`config.mk`:
```
export PLATFORM = sky130hd
export DESIGN_NAME = tmma_seq
export DESIGN_NICKNAME = d
export VERILOG_FILES = /design/src/rtl/tmma_seq_pkg.sv /design/src/rtl/tmma_seq_row_agen.sv /design/src/rtl/tmma_seq.sv
export SDC_FILE = /design/constraint.sdc
export NUM_CORES = 1
export LEC_CHECK = 0
export CORE_ASPECT_RATIO = 1.2
export CORE_UTILIZATION = 45
export CTS_CLUSTER_DIAMETER = 40
export DETAILED_ROUTE_END_ITERATION = 16
export PLACE_DENSITY = 0.75
export RECOVER_POWER = 50
export SLEW_MARGIN = 20
export SYNTH_ARGS = -nofsm -noshare
export SYNTH_HDL_FRONTEND = slang
export SYNTH_SLANG_ARGS = --single-unit
```
`constraint.sdc`:
```
create_clock -name clk -period 2.49 [get_ports clk]
set_input_delay 0.3735 -clock clk [delete_from_list [all_inputs] [get_ports clk]]
set_output_delay 0.3735 -clock clk [all_outputs]
set_load 0.03 [all_outputs]
```
`src/rtl/tmma_seq_pkg.sv`:
```
// Shared types and codes for the tmma issue sequencer.
package tmma_seq_pkg;
   localparam int TINST_TYPE_WIDTH     = 3;
   localparam int TLOAD_DATAW_WIDTH    = 4;
   localparam int TMMA_PRECISION_WIDTH = 2;
   localparam int TMMA_ADDR_WIDTH      = 32;

   // Code 0 and codes above POSTSTOREC are treated as unknown instructions.
   localparam logic [TINST_TYPE_WIDTH-1:0] TINST_TYPE_PRELOADA   = 3'd1;
   localparam logic [TINST_TYPE_WIDTH-1:0] TINST_TYPE_PRELOADC   = 3'd2;
   localparam logic [TINST_TYPE_WIDTH-1:0] TINST_TYPE_TMMA       = 3'd3;
   localparam logic [TINST_TYPE_WIDTH-1:0] TINST_TYPE_POSTSTOREC = 3'd4;

   typedef enum logic [1:0] {
      ST_IDLE  = 2'd0,
      ST_ROW   = 2'd1,
      ST_DRAIN = 2'd2,
      ST_DONE  = 2'd3
   } seq_state_e;

   function automatic logic tinst_known(input logic [TINST_TYPE_WIDTH-1:0] t);
      return (t == TINST_TYPE_PRELOADA) || (t == TINST_TYPE_PRELOADC) ||
             (t == TINST_TYPE_TMMA)     || (t == TINST_TYPE_POSTSTOREC);
   endfunction
endpackage

```
`src/rtl/tmma_seq_row_agen.sv`:
```
// Row counter and address accumulator for one instruction's row sweep.
module tmma_row_agen
   import tmma_seq_pkg::*;
#(
   parameter int ADDR_WIDTH = TMMA_ADDR_WIDTH,
   parameter int ARRAY_DIM  = 16,
   parameter int ROW_W      = $clog2(ARRAY_DIM)
) (
   input  logic                  clk,
   input  logic                  rst_n,
   input  logic                  load,
   input  logic                  step,
   input  logic [ADDR_WIDTH-1:0] base,
   input  logic [ADDR_WIDTH-1:0] stride,
   output logic [ADDR_WIDTH-1:0] addr,
   output logic [ROW_W-1:0]      row,
   output logic                  first,
   output logic                  last
);
   logic [ADDR_WIDTH-1:0] stride_q;

   // Load restarts at row 0 from the base; each step advances one row,
   // address wrapping naturally at 2^ADDR_WIDTH.
   always_ff @(posedge clk or negedge rst_n) begin
      if (!rst_n) begin
         addr     <= '0;
         row      <= '0;
         stride_q <= '0;
      end else if (load) begin
         addr     <= base;
         row      <= '0;
         stride_q <= stride;
      end else if (step) begin
         addr <= addr + stride_q;
         row  <= row + 1'b1;
      end
   end

   assign first = (row == '0);
   assign last  = (row == ROW_W'(ARRAY_DIM - 1));
endmodule

```
`src/rtl/tmma_seq.sv`:
```
// Expands one tensor instruction into ARRAY_DIM scratchpad row requests
// with matching array beats, drains the array after TMMA, and pulses done.
module tmma_seq
   import tmma_seq_pkg::*;
#(
   parameter int ADDR_WIDTH   = TMMA_ADDR_WIDTH,
   parameter int ARRAY_DIM    = 16,
   parameter int DRAIN_CYCLES = 31,
   parameter int ROW_W        = $clog2(ARRAY_DIM)
) (
   input  logic                            clk,
   input  logic                            rst_n,
   input  logic                            issue_tmma_valid_i,
   output logic                            issue_tmma_ready_o,
   input  logic [TINST_TYPE_WIDTH-1:0]     issue_tmma_type_i,
   input  logic [TLOAD_DATAW_WIDTH-1:0]    issue_tmma_data_width_i,
   input  logic [ADDR_WIDTH-1:0]           issue_tmma_addr0_i,
   input  logic [ADDR_WIDTH-1:0]           issue_tmma_addr1_i,
   input  logic [TMMA_PRECISION_WIDTH-1:0] issue_tmma_precision_i,
   input  logic                            issue_tmma_acc_i,
   output logic                            spad_req_valid_o,
   input  logic                            spad_req_ready_i,
   output logic                            spad_req_we_o,
   output logic [ADDR_WIDTH-1:0]           spad_req_addr_o,
   output logic                            arr_vld_o,
   output logic [TINST_TYPE_WIDTH-1:0]     arr_type_o,
   output logic [ROW_W-1:0]                arr_row_o,
   output logic                            arr_first_o,
   output logic                            arr_last_o,
   output logic                            arr_acc_o,
   output logic [TMMA_PRECISION_WIDTH-1:0] arr_prec_o,
   output logic [TLOAD_DATAW_WIDTH-1:0]    arr_dw_o,
   output logic                            busy_o,
   output logic                            done_vld_o,
   output logic [TINST_TYPE_WIDTH-1:0]     done_type_o,
   output logic                            done_err_o
);
   localparam int CNT_W = (DRAIN_CYCLES > 1) ? $clog2(DRAIN_CYCLES) : 1;
   localparam logic [CNT_W-1:0] DRAIN_INIT =
      (DRAIN_CYCLES > 0) ? CNT_W'(DRAIN_CYCLES - 1) : '0;

   seq_state_e                      state, nxt;
   logic [TINST_TYPE_WIDTH-1:0]     type_q;
   logic [TLOAD_DATAW_WIDTH-1:0]    dw_q;
   logic [TMMA_PRECISION_WIDTH-1:0] prec_q;
   logic                            acc_q, err_q;
   logic [CNT_W-1:0]                drain_cnt;
   logic [ADDR_WIDTH-1:0]           row_addr;
   logic [ROW_W-1:0]                row;
   logic                            row_first, row_last;
   logic                            issue_hs, spad_hs, sweep_end;

   assign issue_hs  = issue_tmma_valid_i && issue_tmma_ready_o;
   assign spad_hs   = spad_req_valid_o && spad_req_ready_i;
   assign sweep_end = spad_hs && row_last;

   tmma_row_agen #(
      .ADDR_WIDTH(ADDR_WIDTH),
      .ARRAY_DIM (ARRAY_DIM),
      .ROW_W     (ROW_W)
   ) u_agen (
      .clk   (clk),
      .rst_n (rst_n),
      .load  (issue_hs),
      .step  (spad_hs),
      .base  (issue_tmma_addr0_i),
      .stride(issue_tmma_addr1_i),
      .addr  (row_addr),
      .row   (row),
      .first (row_first),
      .last  (row_last)
   );

   // State register.
   always_ff @(posedge clk or negedge rst_n) begin
      if (!rst_n) state <= ST_IDLE;
      else        state <= nxt;
   end

   // Next-state: unknown types skip straight to completion with an error.
   always_comb begin
      nxt = state;
      case (state)
         ST_IDLE:  if (issue_hs)
                      nxt = tinst_known(issue_tmma_type_i) ? ST_ROW : ST_DONE;
         ST_ROW:   if (sweep_end)
                      nxt = (type_q == TINST_TYPE_TMMA && DRAIN_CYCLES != 0) ? ST_DRAIN : ST_DONE;
         ST_DRAIN: if (drain_cnt == '0) nxt = ST_DONE;
         ST_DONE:  nxt = ST_IDLE;
         default:  nxt = ST_IDLE;
      endcase
   end

   // Instruction fields are frozen at the accepting handshake.
   always_ff @(posedge clk or negedge rst_n) begin
      if (!rst_n) begin
         type_q <= '0;
         dw_q   <= '0;
         prec_q <= '0;
         acc_q  <= 1'b0;
         err_q  <= 1'b0;
      end else if (issue_hs) begin
         type_q <= issue_tmma_type_i;
         dw_q   <= issue_tmma_data_width_i;
         prec_q <= issue_tmma_precision_i;
         acc_q  <= issue_tmma_acc_i;
         err_q  <= !tinst_known(issue_tmma_type_i);
      end
   end

   // Drain countdown armed on the final row handshake, reaching 0 on the last drain cycle.
   always_ff @(posedge clk or negedge rst_n) begin
      if (!rst_n)                                  drain_cnt <= '0;
      else if (state == ST_ROW && sweep_end)       drain_cnt <= DRAIN_INIT;
      else if (state == ST_DRAIN && drain_cnt != 0) drain_cnt <= drain_cnt - 1'b1;
   end

   // Outputs; ready is held low while reset is asserted so every output reads 0.
   always_comb begin
      issue_tmma_ready_o = rst_n && (state == ST_IDLE);
      spad_req_valid_o   = (state == ST_ROW);
      spad_req_we_o      = (state == ST_ROW) && (type_q == TINST_TYPE_POSTSTOREC);
      spad_req_addr_o    = row_addr;
      arr_vld_o          = spad_hs;
      arr_type_o         = type_q;
      arr_row_o          = row;
      arr_first_o        = spad_hs && row_first;
      arr_last_o         = spad_hs && row_last;
      arr_acc_o          = acc_q;
      arr_prec_o         = prec_q;
      arr_dw_o           = dw_q;
      busy_o             = (state != ST_IDLE);
      done_vld_o         = (state == ST_DONE);
      done_type_o        = (state == ST_DONE) ? type_q : '0;
      done_err_o         = (state == ST_DONE) && err_q;
   end
endmodule

```
-- Word level (Yosys, flattened, before mapping)
Cells that the tools add are included.
- output and inout port bits: 58
- register bits after elaboration: 86
- $add $sub $neg: 3
- reduce and logical (&&, ||, !) cells: 21
- eq/ne operators: 13
- multiplexer cells: 13
- operator list (cell ; count):
    two-way mux 32 bit ; 2
    adder 32 bit ; 1
    two-way mux 5 bit ; 2
    == test 3 x 2 -> 1 bit, second input constant ; 3
    logical AND 1 bit ; 9
    two-way mux 2 bit ; 4
    two-way mux 4 bit ; 2
    case mux 2 bit (4 select lines) ; 1
    == test 3 bit, second input constant ; 2
    nonzero test 2 bit ; 3
    logical NOT 5 bit ; 1
    nonzero test 5 bit ; 1
    subtractor 5 x 1 -> 5 bit, second input constant ; 1
    adder 4 x 1 -> 4 bit, second input constant ; 1
    == test 2 bit, second input constant ; 2
    == test 4 bit, second input constant ; 1
    logical NOT 4 bit ; 1
    inequality test 2 bit, second input constant ; 2
    == test 3 x 1 -> 1 bit, second input constant ; 1
    logical OR 1 bit ; 3
    two-way mux 3 bit ; 1
    AND reduction 3 bit ; 1
    == test 2 x 1 -> 1 bit, second input constant ; 1
    logical NOT 2 bit ; 1
    3 further kinds ; 3

-- Logic depth before layout (Yosys ltp)
Gate-level depths: netlist of the first run.
- depth in word-level cells: 7
- gate-level depth with buffers: 11

-- Modules after synthesis
A second synthesis of the first run with hierarchy kept.
- cells, all modules: 571
- area, all modules: 5537.8 µm²
- by module, submodules not included (module ; times used ; area an instance (µm²) ; sequential area each (µm²) ; cells each):
    tmma_row_agen ; 1 ; 4600.7 ; 1701.6 ; 486
    tmma_seq ; 1 ; 937.1 ; 450.4 ; 85

-- Worst setup path after synthesis of the first run
Ideal clock, no wire load.
- kind: register to output
- start point: register state[1]
- end point: output port arr_first_o
- setup slack: -0.269 ns
- cell stages (with the launch flop): 6
- arrival time: 2.385 ns
- data required time: 2.117 ns
- cells stage by stage: dfrtp_1 -> inv_1 -> ha_1 -> nand2_1 -> clkbuf_1 -> nor4b_1
- cells in the longest elaborated chain, start to end: 3
- RTL lines (what ; line ; source):
    from (decl) ; tmma_seq.sv:42 ; seq_state_e state, nxt;
    from (signal assigned) ; tmma_seq.sv:77 ; else state <= nxt;
    == test 2 x 1 -> 1 bit ; tmma_seq.sv:121 ; spad_req_valid_o = (state == ST_ROW);
    via spad_req_valid_o ; tmma_seq.sv:21 ; output logic spad_req_valid_o,
    logical AND 1 bit ; tmma_seq.sv:54 ; assign spad_hs = spad_req_valid_o && spad_req_ready_i;
    logical AND 1 bit ; tmma_seq.sv:127 ; arr_first_o = spad_hs && row_first;
    to (decl) ; tmma_seq.sv:28 ; output logic arr_first_o,
The timed path passes the listed nets, and every way through them passes these cells.

-- Worst setup path after layout of the first run
- start point: register u_agen.addr[1]
- end point: register u_agen.addr[30]
- cells in the longest elaborated chain, start to end: 3
- RTL lines (what ; line ; source):
    from (decl) ; tmma_seq_row_agen.sv:15 ; output logic [ADDR_WIDTH-1:0] addr,
    from (signal assigned) ; tmma_seq_row_agen.sv:30 ; addr <= base;
    from (signal assigned) ; tmma_seq_row_agen.sv:34 ; addr <= addr + stride_q;
    adder 32 bit ; tmma_seq_row_agen.sv:34 ;
    two-way mux 32 bit ; tmma_seq_row_agen.sv:33 ; end else if (step) begin
    two-way mux 32 bit ; tmma_seq_row_agen.sv:29 ; end else if (load) begin
No other way between the ends. The select of a mux whose other input is x is not followed.
A chain may end at the register's enable or synchronous reset.

==> results of run 1 <==
[cell type report]
type                       instances  area (um^2)  area share [%]
inverter                          16        60.06          0.7576
timing repair buffer             189         1759           22.19
sequential                        86         2162           27.27
clock buffer                      13        250.2           3.157
multi-input combinational        540         3432           43.29
clock inverter                     3        67.56          0.8523
tap                              157        196.4           2.478
[routing by layer]
layer / routed length [um] / up-vias / track usage (%)
li1: - / 2642 / -
met1: 6603 / 2653 / 30.60
met2: 8455 / 159 / 46.00
met3: 721 / 33 / 4.296
met4: 489 / 0 / 10.04
met5: 0 / - / 0
[timing repair]
item / CTS / global route
buffers inserted: 3 / 9
resized for setup: 13 / 40
pin swaps: 5 / 21
hold buffers: 1 / 0
endpoints found under the setup margin: 12 / 20
hold endpoints to repair: 2 / 0
[worst max-delay path: stages (launching register included)]
cell and delay, ns:
dfrtp_2 0.44, buf_6 0.13, fa_2 0.38, a21o_1 0.20, a21o_1 0.19, a21oi_4 0.24, nor2_1 0.09, a211oi_2 0.21
nor2_2 0.09, a31oi_1 0.17, xor2_1 0.09, a311oi_1 0.23
[power breakdown]
part	total (mW)	switching [mW]	internal, mW
clock	1.46	0.551	0.908
sequential	2.68	0.601	2.08
combinational	8.22	4.49	3.74
[layout by cell type, fill, tap and decap left out, types with 4 or more instances in the layout]
| cell type | netlist | routed |
|---|---|---|
| ha_2 | 0 | 8 |
| or3_1 | 5 | 5 |
| buf_4 | 1 | 47 |
| and3_1 | 7 | 5 |
| nand3_1 | 11 | 10 |
| clkbuf_1 | 20 | 5 |
| nor2_1 | 48 | 46 |
| clkbuf_16 | 0 | 9 |
| a31oi_1 | 8 | 7 |
| xor2_1 | 13 | 13 |
| nand2_1 | 186 | 184 |
| xnor2_1 | 20 | 20 |
| o21ai_1 | 5 | 7 |
| nand4_1 | 8 | 8 |
| ha_4 | 0 | 9 |
| ha_1 | 40 | 23 |
| dfrtp_1 | 86 | 78 |
| clkdlybuf4s50_1 | 0 | 124 |
| a21oi_1 | 63 | 53 |
| dfrtp_2 | 0 | 8 |
| o21ai_0 | 31 | 26 |
| nor2b_1 | 7 | 6 |
| a21oi_2 | 2 | 11 |
| and2_1 | 6 | 6 |
| dlygate4sd3_1 | 0 | 7 |
| inv_1 | 15 | 15 |
| a21o_1 | 25 | 25 |
| nor3_1 | 7 | 6 |
| o21a_1 | 4 | 4 |
[per-stage QoR]
| stage | hold slack, ns | worst slack [ns] | setup TNS (ns) | power, mW | cells |
|---|---|---|---|---|---|
| detailed placement | 0.1987 | -0.1278 | -0.5914 | 10.17 | 976 |
| finish | 0.4736 | -0.08520 | -0.4710 | 12.36 | 1004 |
| global placement | 0.1982 | -0.03565 | -0.04455 | 9.963 | 976 |
| CTS | 0.3745 | -0.06832 | -0.1701 | 11.93 | 996 |
| floorplan | 0.07791 | -0.03301 | -0.03301 | 7.640 | 675 |
| global route | 0.5052 | -0.1861 | -1.866 | 13.18 | 1004 |
[kinds of logic after synthesis]
logic type,share of synthesized area [%]
AO/OA/AOI/OAI,19.24
XOR/XNOR,5.241
adder cells (fa/ha/maj),9.437
buffers and inverters,3.811
flip-flops,39.02
multiplexers,0.5445
AND/OR/NAND/NOR,22.71
[final timing paths]
path                            cells past startpoint                          end
worst max-delay path                               11  u_agen.addr[30]$_DFFE_PN0P_
worst min-delay path                                2    arr_prec_o[1]$_DFFE_PN0P_
worst max register to register                     11  u_agen.addr[30]$_DFFE_PN0P_
worst min register to register                      2    arr_prec_o[1]$_DFFE_PN0P_
max in group asynchronous                           3  u_agen.addr[16]$_DFFE_PN0P_
min in group asynchronous                           2         state[1]$_DFFE_PN0P_
[synth_stat cells (all sizes together) (2+ instances only)]
cell | number | share of area [%]
xor2 | 13 | 2.1
inv | 15 | 1.0
nor3 | 7 | 0.64
xnor2 | 20 | 3.2
a21o | 25 | 3.4
mux2i | 3 | 0.54
dfrtp | 86 | 39
o31a | 2 | 0.32
and2 | 6 | 0.68
o211ai | 4 | 0.64
a32oi | 2 | 0.32
o21bai | 4 | 0.54
nor2b | 7 | 0.79
buf | 13 | 1.4
ha | 40 | 9.1
nor2 | 48 | 3.3
a21oi | 66 | 6.3
and3 | 7 | 0.79
nand2 | 186 | 13
nand3 | 11 | 1.0
a31oi | 8 | 0.91
nand4 | 8 | 0.91
a211oi | 4 | 0.73
or3 | 5 | 0.57
a311oi | 3 | 0.48
clkbuf | 20 | 1.4
a41oi | 2 | 0.45
o21ai | 36 | 3.3
o21a | 4 | 0.54
[state kept, by name, indices dropped and copies added, names as in the netlist]
name	flops
u_agen.addr	32
u_agen.stride_q	32
drain_cnt	5
arr_dw_o	4
u_agen.row	4
arr_type_o	3
arr_prec_o	2
state	2
arr_acc_o	1
err_q	1
==> metrics list, run 1 <==
- Entering global routing, the biggest net connects 49 pins.
- The flow ran to the end, but the final reports show violations.
* Wire length reported by the detailed router: 16.27 mm
* Max Fanout on Critical Path: 5
- No sink is reached through more buffers than the 2 on the longest clock path.
* Synthesis warning total: 0
- After detailed routing, the average wire length per cell comes to 16.21 um.
- The repair_antennas step left the layout with diodes totalling 0.
* Post-route worst setup slack: -0.08520 ns
* Cell area reported after detailed placement: 7322 um^2
- Tracing the worst setup path back leads to its startpoint at u_agen.addr[1]$_DFFE_PN0P_.
* Leakage power: 3.659 nW
* Die extent in y: 123.3 um
- Port-buffer cells: 135
- Post-Synthesis Cells: 675
- The H-tree was split into 3 levels.
* Total gr overflow: 0
* Clock latency on the worst-skew pair: 0.34 ns
- In this run, synthesis inferred 0 flip-flops with an integrated enable.
* Upper clock frequency limit: 388.3 MHz
- The worst register-to-register path has a setup slack of -0.09 ns.
- VDD sags by at most 0.0007219 V.
- A synthesized cell averages 8.171 um^2.
- Dividing total power by cell area gives a power density of 1560 nW/um^2.
- The routed layout has 5487 vias.
- Setup violations remaining at the end of the flow were counted as 11.
* Post-synthesis register bit count: 86
- Arrival time at the worst endpoint: 2.81 ns
- The min-delay analysis places its worst path in the category reg2reg.
- Vias in the first global route: 5472
- 1st-pass router iterations: 4
- The number of nets in the synthesized netlist is 794.
- The die is 103.1 um wide.
- For the worst setup path, the data required time is 2.73 ns.
- STA classifies the critical path startpoint as a flop.
- Critical hold path startpoint: arr_prec_o[1]$_DFFE_PN0P_
- In this run the tightest slew margin relative to its limit is 19.25%.
- Global-route wire length before repair: 25.40 mm
- Summing every instance area after synthesis gives 5515 um^2.
* Share of post-route cells with drive strength above 1: 15.70%
- Number of inserted filler cells in the final layout: 973
- Buffers inserted during clock tree synthesis total 9.
- Time the final worst path needs with I/O delays and setup: 2.575 ns
- Root buf cell: clkbuf_16
- Final weighted congestion in routability-driven placement: 0.9055
- TritonCTS built the clock tree.
- Detailed-placement wirelength estimate: 11.52 mm
- The floorplan has 43 rows.
- The clock arrives with 0.007392 ns of skew.
- Fraction of synthesis flops using an asynchronous set or reset pin: 100.0%
- Setup repair after global routing could not meet its margin everywhere.
* Vias/cell: 5.465
- After clock tree synthesis, the clock-pin slew on the worst setup and hold paths is 0.06 ns.
- Final ANT Viol Nets: 0
* Endpoint type of the worst setup path: flop
* Origin of the critical flop-to-flop path: u_agen.addr[1]$_DFFE_PN0P_
- Final Hold Violating Endpoints: 0
* Placeable core region: 11730 um^2
- The detailed router finished its first iteration with 289 violations.
- DRC violation count after routing: 0
* Post-layout nets: 961
- Share of the clock period used by the worst path: 103.4%
- Initial antenna violation count: 0
* Initial cell density of the core: 47.02%
- Die area: 12700 um^2
- Summing the sequential cell areas from Yosys gives 39.02% of the chip area.
- The tool flagged a number of max-cap violations equal to 0.
- CTS Sinks: 86
- The checks that failed: setup timing.
* Total count of max-transition violations in the final report: 0
- Global routing consumed, over all layers together, 25.77% of the routing resources.
- Final core area utilization: 67.59%
- The area growth from synthesis to layout is 43.74%.
- 136 I/O pins were placed.
- Least-Margin Pin Slew: 1.211 ns
- Prevailing post-synth register cell: dfrtp_1
- After synthesis, the netlist uses 58 different library cells.
- Summing all non-filler instances in the final layout gives an area of 7928 um^2.
- The setup path with the least slack is of type reg2reg.
No activity file was read; power rests on OpenSTA's default activity.
==> run 2, diff against run 1 <==
--- a/config.mk
+++ b/config.mk
@@ -9,7 +9,7 @@
 export CORE_UTILIZATION = 45
 export CTS_CLUSTER_DIAMETER = 40
 export DETAILED_ROUTE_END_ITERATION = 16
-export PLACE_DENSITY = 0.75
+export PLACE_DENSITY = 0.77
 export RECOVER_POWER = 50
 export SLEW_MARGIN = 20
 export SYNTH_ARGS = -nofsm -noshare
==> run 2 against run 1 <==
First-iteration DRC count fell by 24%. Count of clock-buffer cells in the layout fell by 3. Setup slack got worse by 0.022 ns. Wire length rose by 0.23%. Clock skew fell by 0.0010 ns. Sequential share of layout area fell by 0.18 points. The flow still finishes with violations (setup timing). Worst hold slack improved by 0.00071 ns. Largest power group unchanged. Sequential cell count did not move. Utilization rose by 0.41 points.
==> metrics list, run 2 (synthesis gave the netlist of run 1 again) <==
* Failing checks: setup timing
- The share of final-layout standard cells stronger than drive strength 1 was 15.82% (+0.12 points).
- Number of design-rule violations left by the first detailed-router iteration: 219 (-24%)
- Clock-pin transition on the worst setup and hold timing paths: 0.06 ns (about the same)
- Combined buffer and inverter count along the critical path: 0 (-1)
- The die height was 123.3 um (unchanged).
- Worst-case hold path end point: arr_dw_o[3]$_DFFE_PN0P_
- Proportion of total power due to net switching: 45.88% (+0.28 points)
* Inst Count DP: 974 (-0.20%)
* Finished Layout Cells: 1004 (unchanged)
* DIE WIDTH: 103.1 um (unchanged)
* DRC violation count after routing: 0 (unchanged)
* CTS Sinks: 86 (unchanged)
- Placeable core region: 11730 um^2 (unchanged)
- Upper clock frequency limit: 385.1 MHz (-0.84%)
- The part of the power in registers is 21.3% (-0.4 points).
* Slew margin rel.: 48.99% (+30 points)
- Leaving out fill and tap cells, the most frequent cell in the layout is nand2_1.
* Placement row count: 43 (unchanged)
- The cell count of the worst reg-to-reg path is 11 (unchanged).
- In the layout the commonest cells are 185 x nand2_1, 90 x clkdlybuf4s50_1, 79 x dfrtp_1.
* Post-route worst setup slack: -0.1070 ns (-0.02182 ns)
- Number of inserted filler cells in the final layout: 979 (+0.62%)
- The hold violation total from the final report is 0 (unchanged).
- Most Frequent Cell on Critical Path: a21o_1
* Leakage power: 3.763 nW (+2.8%)
- Chain of cells forming the critical path: ha_4 > fa_2 > a21o_1 > a21o_1 > a21oi_4 > nor2_1 > a211oi_2 > nor2_2 > a41oi_2 > xor2_1 > a311oi_1
* Max Fanout on Critical Path: 4 (-1)
- Slowest cell on crit path: dfrtp_1
* Number of setup violations in the final report: 9 (-2)
- The startpoint identified for the worst hold timing path is arr_dw_o[3]$_DFFE_PN0P_.
- Setup repair after global routing missed its margin: yes
- Final weighted congestion in routability-driven placement: 0.8799 (-2.8%)
* Via count: 5454 (-0.60%)
- Worst voltage drop across the vdd grid: 0.0008113 V (+12%)
- The first-pass GRT wire length is 25.86 mm (+1.8%).
* Power after layout: 12.43 mW (+0.55%)
- Ant. Diodes: 0 (unchanged)
- I/O Pins: 136 (unchanged)
- The average detailed-routed wire length per instance came to 16.24 um (+0.23%).
- The endpoint identified for the worst register-to-register timing path is u_agen.addr[26]$_DFFE_PN0P_.
* Time the final worst path needs with I/O delays and setup: 2.597 ns (+0.02182 ns)
- Vias/cell: 5.432 (-0.60%)
- The CTS buffer count was 9 (unchanged).
- TritonCTS built the clock tree.
- Total net switching power: 5.704 mW (+1.2%)
- The power density over the cells came to 1559 nW/um^2 (about the same).
* Initial antenna violation count: 0 (unchanged)
- Compared with the post-synthesis result, the final layout area differs by 44.60%.
- Vias in the first global route: 5504 (+0.58%)
- The detailed-router iteration count before antenna repair was 5 (+1).
- The global-route total usage across every layer was 26.29% (+0.52 points).
- Origin of the critical flop-to-flop path: u_agen.stride_q[0]$_DFFE_PN0P_
- The signal arrival time at the worst endpoint was 2.80 ns (about the same).
- Clock latency on the worst-skew pair: 0.35 ns (about the same)
- Tightest hold margin: 0.4743 ns (+0.0007100 ns)
- The slew at the pin closest to its max-slew limit came to 0.7651 ns (-0.4461 ns).
* Internal power consumption: 6.728 mW (about the same)
- The worst clock skew was 0.006380 ns (-0.001011 ns).
- STA classifies the critical path startpoint as a flop.
* Share of the clock period used by the worst path: 104.3% (+0.88 points)
* Data required, critical path: 2.69 ns (-0.04 ns)
- Initial cell density of the core: 47.02% (unchanged)
- Endpoint type of the worst setup path: flop
- Maximum number of pins on one net before global-route repair: 49 (unchanged)
- The area of the die was 12700 um^2 (unchanged).
* Share of power burned in combinational logic: 66.5% (about the same)
- CP Class: reg2reg
- The maximum number of buffers from clock root to sink was 2 (unchanged).
- Root buf cell: clkbuf_16
- Post-layout nets: 961 (unchanged)
- HP Class: reg2reg
- The number of nets still failing antenna checks after routing came to 0 (unchanged).
- The number of max-slew violations in the final report was 0 (unchanged).
* Part of the total power dissipated in the clock network: 12.2% (+0.4 points)
- The max-cap violation count is 0 (unchanged).
* Largest registers in the final layout: u_agen.addr x32, u_agen.stride_q x32, drain_cnt x5
- The total wire length after detailed routing is 16.31 mm (+0.23%).
- The register-to-register setup slack was -0.11 ns (-0.02 ns).
- Worst hold path cell count: 2 (unchanged)
- The stage delay of the slowest cell on the critical path came to 0.42 ns (-0.02 ns).
- Port-buffer cells: 135 (unchanged)
- The HPWL after detailed placement came to 11.58 mm (+0.51%).
* Total gr overflow: 0 (unchanged)
* Clock H-tree levels: 3 (unchanged)
* Status: complete, but fails checks
* Cell class contributing the biggest share of worst-path delay: compound AO/OA/AOI/OAI gates
run 2: cell types whose count changed in the layout (fill, tap and decap cells not counted), sizes merged:
cell / previous run / this run
clkdlybuf4s50: 124 / 90
clkinv: 1 / 2
dlygate4sd3: 7 / 40
clkbuf: 18 / 12
inv: 15 / 17
dlygate4sd2: 1 / 2
dlymetal6s2s: 0 / 1
buf: 51 / 54
clkdlybuf4s15: 1 / 0
run 2: what timing repair did:
| action | CTS | global route |
|---|---|---|
| pin swaps | 15 | 17 |
| setup endpoints to repair | 14 | 22 |
| hold endpoints to repair | 4 | 0 |
| hold buffers | 1 | 0 |
| buffers inserted | 8 | 5 |
| gates resized for setup | 18 | 38 |
run 2: stage by stage:
step / TNS, ns / util [%] / area [um^2] / setup WS [ns]
floorplan: -0.03301 / - / 5605 / -0.03301
global placement: -0.01727 / 62.51 / 7332 / -0.01727
detailed placement: -0.3418 / 62.51 / 7332 / -0.1086
CTS: -0.06893 / 66.65 / 7818 / -0.03092
global route: -2.804 / 68.00 / 7975 / -0.2321
finish: -0.4960 / 68.00 / 7975 / -0.1070
run 2: layout make-up:
type	instances	area (um^2)	share of cell area, %
Clock buffer	10	239.0	2.997
Timing Repair Buffer	189	1784	22.37
Sequential cell	86	2161	27.09
Inverter	16	60.06	0.7531
Multi-Input combinational cell	540	3442	43.16
Tap cell	157	196.4	2.463
Clock inverter	6	92.59	1.161
run 2: worst max-delay path by stage:
| stage | from | to | slack, ns | cells past startpoint |
|---|---|---|---|---|
| floorplan | u_agen.addr[0]$_DFFE_PN0P_ | u_agen.addr[26]$_DFFE_PN0P_ | -0.03 | 11 |
| global placement | u_agen.addr[0]$_DFFE_PN0P_ | u_agen.addr[26]$_DFFE_PN0P_ | -0.02 | 11 |
| detailed placement | u_agen.stride_q[0]$_DFFE_PN0P_ | u_agen.addr[26]$_DFFE_PN0P_ | -0.11 | 11 |
| CTS | u_agen.addr[0]$_DFFE_PN0P_ | u_agen.addr[30]$_DFFE_PN0P_ | -0.03 | 11 |
| global route | u_agen.addr[1]$_DFFE_PN0P_ | u_agen.addr[31]$_DFFE_PN0P_ | -0.23 | 10 |
| finish | u_agen.stride_q[0]$_DFFE_PN0P_ | u_agen.addr[26]$_DFFE_PN0P_ | -0.11 | 11 |
run 2: per-layer routing:
metal / track usage [%] / share of wire [%]
met2: 47.13 / 52
met5: 0 / 0
met3: 3.844 / 4.0
met1: 30.95 / 41
met4: 11.36 / 2.9
run 2: tightest hold or removal path, stage by stage (launching register included):
cell and delay (ns):
dfrtp_1 0.34, nand2_1 0.05, nand2_1 0.06
run 2: power groups by stage:
stage               sequential, mW  clock, mW  combinational [mW]
finish                        2.65       1.51                8.27
global route                  2.73       1.59                8.97
CTS                           2.66       1.52                7.92
detailed placement            2.66          0                7.50
global placement              2.62          0                7.33
floorplan                     3.24          0                4.40
